[src/rtl/router_pkg.sv]
// rtl/router_pkg.sv - shared router types: FSM states, port direction type and direction codes
package router_pkg;

    localparam int ROUTER_PORTS = 4;
    localparam int DIR_BITS     = $clog2(ROUTER_PORTS);

    typedef enum logic {
        IDLE   = 1'b0,
        LOCKED = 1'b1
    } state_e;

    typedef logic [DIR_BITS-1:0] port_dir_t;

    localparam port_dir_t NORTH = 2'd0;
    localparam port_dir_t SOUTH = 2'd1;
    localparam port_dir_t EAST  = 2'd2;
    localparam port_dir_t WEST  = 2'd3;

endpackage

[src/rtl/rr_arbiter.sv]
// rtl/rr_arbiter.sv - combinational round-robin arbiter using a double-width masked scan
module rr_arbiter #(
    parameter  int N        = 4,
    localparam int IDX_BITS = $clog2(N)
) (
    input  logic [N-1:0]        req,
    input  logic [IDX_BITS-1:0] ptr,
    output logic [IDX_BITS-1:0] gnt_idx,
    output logic                any_gnt
);

    // Two copies of the request vector back to back; masking off everything
    // below ptr in the doubled vector turns a circular search into a linear one.
    logic [2*N-1:0] dbl_req;
    logic [2*N-1:0] masked;

    // Build the doubled request vector and drop the positions before the pointer
    always_comb begin
        dbl_req = {req, req};
        masked  = '0;
        for (int j = 0; j < 2*N; j++) begin
            masked[j] = dbl_req[j] && (j >= int'(ptr));
        end
    end

    // Lowest set bit of the masked vector wins; scan downward so the last hit is the lowest
    always_comb begin
        gnt_idx = '0;
        any_gnt = 1'b0;
        for (int j = 2*N-1; j >= 0; j--) begin
            if (masked[j]) begin
                any_gnt = 1'b1;
                gnt_idx = (j >= N) ? IDX_BITS'(j - N) : IDX_BITS'(j);
            end
        end
    end

endmodule

[src/rtl/vc_select_rr.sv]
// rtl/vc_select_rr.sv - per-output-port VC selector with round-robin fairness and packet locking
module vc_select_rr
    import router_pkg::*;
#(
    parameter  int NUM_VC    = 4,
    parameter  int NUM_PORTS = 4,
    localparam int PORT_BITS = $clog2(NUM_PORTS),
    localparam int VC_BITS   = $clog2(NUM_VC)
) (
    input  logic                 clk,
    input  logic                 reset,
    input  logic [NUM_VC-1:0]    vc_valid,
    input  logic [PORT_BITS-1:0] vc_direction [NUM_VC],
    input  logic [PORT_BITS-1:0] sel_direction,
    input  logic                 req_valid,
    input  logic                 pkt_release,
    output logic                 gnt_valid,
    output logic [VC_BITS-1:0]   vc_index,
    output logic                 locked
);

    state_e              state;
    state_e              state_next;
    logic                grant_fire;
    logic [NUM_VC-1:0]   cand;
    logic [VC_BITS-1:0]  rr_ptr;
    logic [VC_BITS-1:0]  arb_idx;
    logic                arb_any;
    logic [VC_BITS-1:0]  ptr_after;

    // A VC is a candidate when it holds a head flit routed to this output
    always_comb begin
        cand = '0;
        for (int i = 0; i < NUM_VC; i++) begin
            cand[i] = vc_valid[i] && (vc_direction[i] == sel_direction);
        end
    end

    rr_arbiter #(
        .N (NUM_VC)
    ) u_arb (
        .req     (cand),
        .ptr     (rr_ptr),
        .gnt_idx (arb_idx),
        .any_gnt (arb_any)
    );

    // Pointer moves one past the winner, wrapping explicitly so non-power-of-2 counts work
    always_comb begin
        ptr_after = '0;
        if (arb_idx != VC_BITS'(NUM_VC - 1)) begin
            ptr_after = arb_idx + VC_BITS'(1);
        end
    end

    // State register
    always_ff @(posedge clk or negedge reset) begin
        if (!reset) begin
            state <= IDLE;
        end else begin
            state <= state_next;
        end
    end

    // Next-state logic: grant from IDLE, hold while LOCKED until the tail departs
    always_comb begin
        state_next = state;
        grant_fire = 1'b0;
        case (state)
            IDLE: begin
                if (req_valid && arb_any) begin
                    state_next = LOCKED;
                    grant_fire = 1'b1;
                end
            end
            LOCKED: begin
                if (pkt_release) begin
                    state_next = IDLE;
                end
            end
            default: state_next = IDLE;
        endcase
    end

    // Registered outputs and fairness pointer; vc_index keeps its value after release
    always_ff @(posedge clk or negedge reset) begin
        if (!reset) begin
            rr_ptr    <= '0;
            vc_index  <= '0;
            gnt_valid <= 1'b0;
            locked    <= 1'b0;
        end else begin
            gnt_valid <= grant_fire;
            locked    <= (state_next == LOCKED);
            if (grant_fire) begin
                vc_index <= arb_idx;
                rr_ptr   <= ptr_after;
            end
        end
    end

endmodule

[config.mk]
export PLATFORM = sky130hd
export DESIGN_NAME = vc_select_rr
export DESIGN_NICKNAME = d
export VERILOG_FILES = /design/src/rtl/router_pkg.sv /design/src/rtl/rr_arbiter.sv /design/src/rtl/vc_select_rr.sv
export SDC_FILE = /design/constraint.sdc
export NUM_CORES = 1
export LEC_CHECK = 0
export BUFFER_PORTS_ARGS = -buffer_cell sky130_fd_sc_hd__buf_4
export CAP_MARGIN = 40
export CORE_AREA = 2 2 44 46
export CTS_BUF_LIST = sky130_fd_sc_hd__clkbuf_16
export CTS_CLUSTER_SIZE = 14
export DETAILED_ROUTE_END_ITERATION = 10
export DIE_AREA = 0 0 46 48
export PLACE_DENSITY_LB_ADDON = 0.3
export SYNTH_ARGS = -nofsm -noshare
export SYNTH_HDL_FRONTEND = slang
export SYNTH_SLANG_ARGS = --single-unit
[constraint.sdc]
create_clock -name clk -period 3.6 [get_ports clk]
set_clock_uncertainty 0.05 [all_clocks]
set_input_delay 0.54 -clock clk [delete_from_list [all_inputs] [get_ports clk]]
set_output_delay 0.54 -clock clk [all_outputs]
set_load 0.01 [all_outputs]
==> results.txt <==
At the pin with the least slew margin, the transition time is 0.2633 ns. Cells with a size suffix above 1 make up 46.38% of the layout. TritonCTS built the clock tree.

The standard cell core area was 1689 sq um; the layout overhead on the synthesized area was 47.80%. The number of cells on the worst reg-to-reg path was 4. The area taken by multi-input logic gates was 299.0 sq um; the total power density per cell area was 566.7 nW/um^2.

After detailed routing, the number of vias per cell comes to 4.988. The post-CTS setup-driven buffer insertion count is 0. The run gives 0 as the final hold violation count. Entering global routing, the biggest net connects 8 pins. After synthesis, the most frequently instantiated cells are 6 x sky130_fd_sc_hd__dfrtp_1, 6 x sky130_fd_sc_hd__xnor2_1, 4 x sky130_fd_sc_hd__a21oi_1. STA classifies the critical path endpoint as a register. The number of sinks handled by clock tree synthesis is 6. The tools report the effective utilization at floorplan as 28.67%. Walking the worst path, the cells encountered are buf_4, xnor2_1, nand3_1, a41o_4, a22o_1.

VDD sags by at most 0.2260 mV. The critical path starts at sel_direction[0]. The run gives 16.11% as the met2 track utilization from global routing. The start-to-end type of the worst setup path is in -> reg. The total count of max-transition violations in the final report is 0.

The setup slack on the worst flop-to-flop path was 2.28 ns. In this run, synthesis inferred 0 flip-flops with an integrated enable. In the final routed layout, each cell accounts on average for 11.27 microns. The leakage power was 0.3323 nW. The die covers 2208 sq um.

The tools report the final weighted congestion in routability-driven placement as 0.7026. From bottom edge to top edge, the die measures 48 microns. The logs give 10.79% for the total global routing track utilization and 828.5 microns for the half-perimeter wire length of the detailed placement result. The number of H-tree branching levels is 1, and the global routing usage on met3 is 1.509%. The end of the worst register-to-register path is rr_ptr[0].

The number of hold buffers added after CTS was 0. Counting every instance in the synthesized netlist gives 47. The count of nets left with antenna violations once routing finished came out at 0. Final hold slack: 0.05883 ns. The number of nets at the end of the flow is 89. After clock tree synthesis, the clock-pin slew on the worst setup and hold paths is 0.03 ns.

The synthesized design spends more area on one cell type than any other, namely sky130_fd_sc_hd__dfrtp_1. The area share of the leading cell type in the synthesized netlist was 31.01%. In this run, CTS created clock tree buffers numbering 3. In this run the worst hold path is classified as in -> async.

After synthesis, the netlist uses 28 different library cells. The final clock period utilization by the worst path came out at 42.61%. The most frequently used flop master after synthesis is sky130_fd_sc_hd__dfrtp_1. The count of final setup violators is 0. Summed over all layers, the routed wires come to 969 microns. For met1 alone, demand over resource in global routing was 13.17%. Synthesis produced a netlist with a net count of 65. The tools report the maximum number of buffers from clock root to sink as 2. The worst slew slack as a fraction of its limit is 82.45%. In this run the count of I/O pins placed on the die edge is 22.

The maximum fanout count along the critical path works out to 6. For the clock latency at the later pin of the worst-skew pair, the log shows 0.23 ns. Setup repair after global routing left no endpoint under its margin. In the final timing run, aggregate negative setup slack is 0 ns. The run finished with clean final reports. The iteration-0 DRC count of the detailed router was 0; the layout filler cell count was 168. STA classifies the critical path startpoint as an input pin. The layer with the highest usage is met2.

Yosys attributes the largest share of cell area to sky130_fd_sc_hd__dfrtp_1 31%, sky130_fd_sc_hd__xnor2_1 11%, sky130_fd_sc_hd__xnor2_2 6.7%. The data required time of the critical path was 3.66 ns. For this block, the via count after detailed routing is 429. The register bit count reported by yosys came out at 6.

Static timing analysis puts the maximum clock frequency at 651.9 MHz. The initial antenna violation count was 0. The die width is 46 microns.

The tools report the count of antenna diodes in the layout as 0. The tree is rooted in a sky130_fd_sc_hd__clkbuf_16. For this design, the slowest cell found on the critical path is sky130_fd_sc_hd__a41o_4. For the total number of yosys warnings, the log shows 0. The fraction of registers with async set/reset is 100.0%, and the post-synthesis instance area is 484.2 sq um. For the finished layout, the period the worst path requires is 1.534 ns. The tools report the number of iterations in the first detailed-routing pass as 1.

The tools report the launching point of the worst reg2reg path as rr_ptr[1]. The number of violations of the max-capacitance limit came out at 0. The run gives 416 as the via count of the first global-routing pass. Once the clock tree was built, the resizer swapped 0 gates to a different size.

At the worst endpoint, the arrival time is 1.60 ns. A synthesized cell averages 10.30 sq um. The count of buffers from port buffering came out at 21. The tools report the share of synthesized area occupied by flip-flops and latches as 31.01%. The number of core rows is 15, and the sequential standard cell area is 150.1 sq um. For this run, design rule violations remaining after detail routing come to 0. The first global-routing pass estimated 1635 microns of wire. The delay of the slowest critical-path stage came out at 0.27 ns.

Summed over all layers, the global routing overflow is 0.
per-stage QoR:
step / power [mW] / instances / worst slack [ns] / area (sq um) / util [%]
global placement: 0.2290 / 83 / 1.813 / 640.6 / 37.93
floorplan: 0.1811 / 47 / 1.946 / 484.2 / -
detailed placement: 0.2287 / 83 / 1.814 / 640.6 / 37.93
global route: 0.4282 / 86 / 1.972 / 715.7 / 42.37
CTS: 0.4108 / 86 / 2.050 / 715.7 / 42.37
finish: 0.4056 / 86 / 2.066 / 715.7 / 42.37
worst max path at each step:
stage	to	slack (ns)	cells after the start
after floorplan	vc_index[1]	1.95	5
after global placement	vc_index[1]	1.81	5
after detailed placement	rr_ptr[0]	1.81	6
after CTS	vc_index[1]	2.05	5
after global routing	vc_index[1]	1.97	5
final	vc_index[1]	2.07	5
final cells by class:
type	instances	area share [%]
clock buffers	3	10.49
inverters	3	1.748
multi-input cells	36	41.78
flip-flops and latches	6	20.98
well taps	17	2.972
repair buffers	21	22.03
worst max-delay path: cells and delay by family:
| kind | cells | cell delay [ns] |
|---|---|---|
| buffers and inverters | 1 | 0.14 |
| and+or+nand+nor | 1 | 0.18 |
| AOI/OAI and AO/OA | 2 | 0.50 |
| xor gates and xnor gates | 1 | 0.24 |
routing by layer:
layer / up-vias / part of all wire [%]
li1: 216 / -
met1: 186 / 46
met2: 24 / 41
met3: 3 / 9.3
met4: 0 / 3.0
met5: - / 0
cell families (layout without fill, tap and decap cells):
kind of cell / count (synthesis) / count (layout) / share of synthesized area [%]
mux: 1 / 1 / 2.067
xor+xnor: 8 / 8 / 17.57
compound gates: 15 / 15 / 27.39
flops: 6 / 6 / 31.01
buf+inv: 5 / 27 / 7.234
simple gates: 12 / 12 / 14.73
registers in the layout (all words and copies together), names as in the netlist:
register	count
vc_index	2
locked	1
gnt_valid	1
rr_ptr	2
layout by cell type (no fill, tap or decap), drive strengths merged:
cell type | Yosys | final
nand4 | 1 | 1
nor2b | 1 | 1
and3 | 1 | 1
nand2 | 2 | 2
a22o | 1 | 1
buf | 2 | 21
a21o | 1 | 1
nand3 | 4 | 4
dfrtp | 6 | 6
o311ai | 1 | 1
clkinv | 1 | 1
mux2i | 1 | 1
o21a | 1 | 1
and4 | 1 | 1
clkbuf | 0 | 3
a211o | 1 | 1
a41o | 1 | 1
a21boi | 1 | 1
inv | 2 | 2
o21ai | 1 | 1
nor2 | 1 | 1
or2b | 1 | 1
o221ai | 1 | 1
a211oi | 1 | 1
a21oi | 5 | 5
xnor2 | 8 | 8
power breakdown:
part | internal [mW] | total [mW] | switching [mW]
registers | 0.0899 | 0.112 | 0.0219
clock network | 0.142 | 0.179 | 0.0362
logic | 0.0627 | 0.115 | 0.0525
total | 0.295 | 0.406 | 0.111
Note: power is estimated with default switching activity, not from simulation.
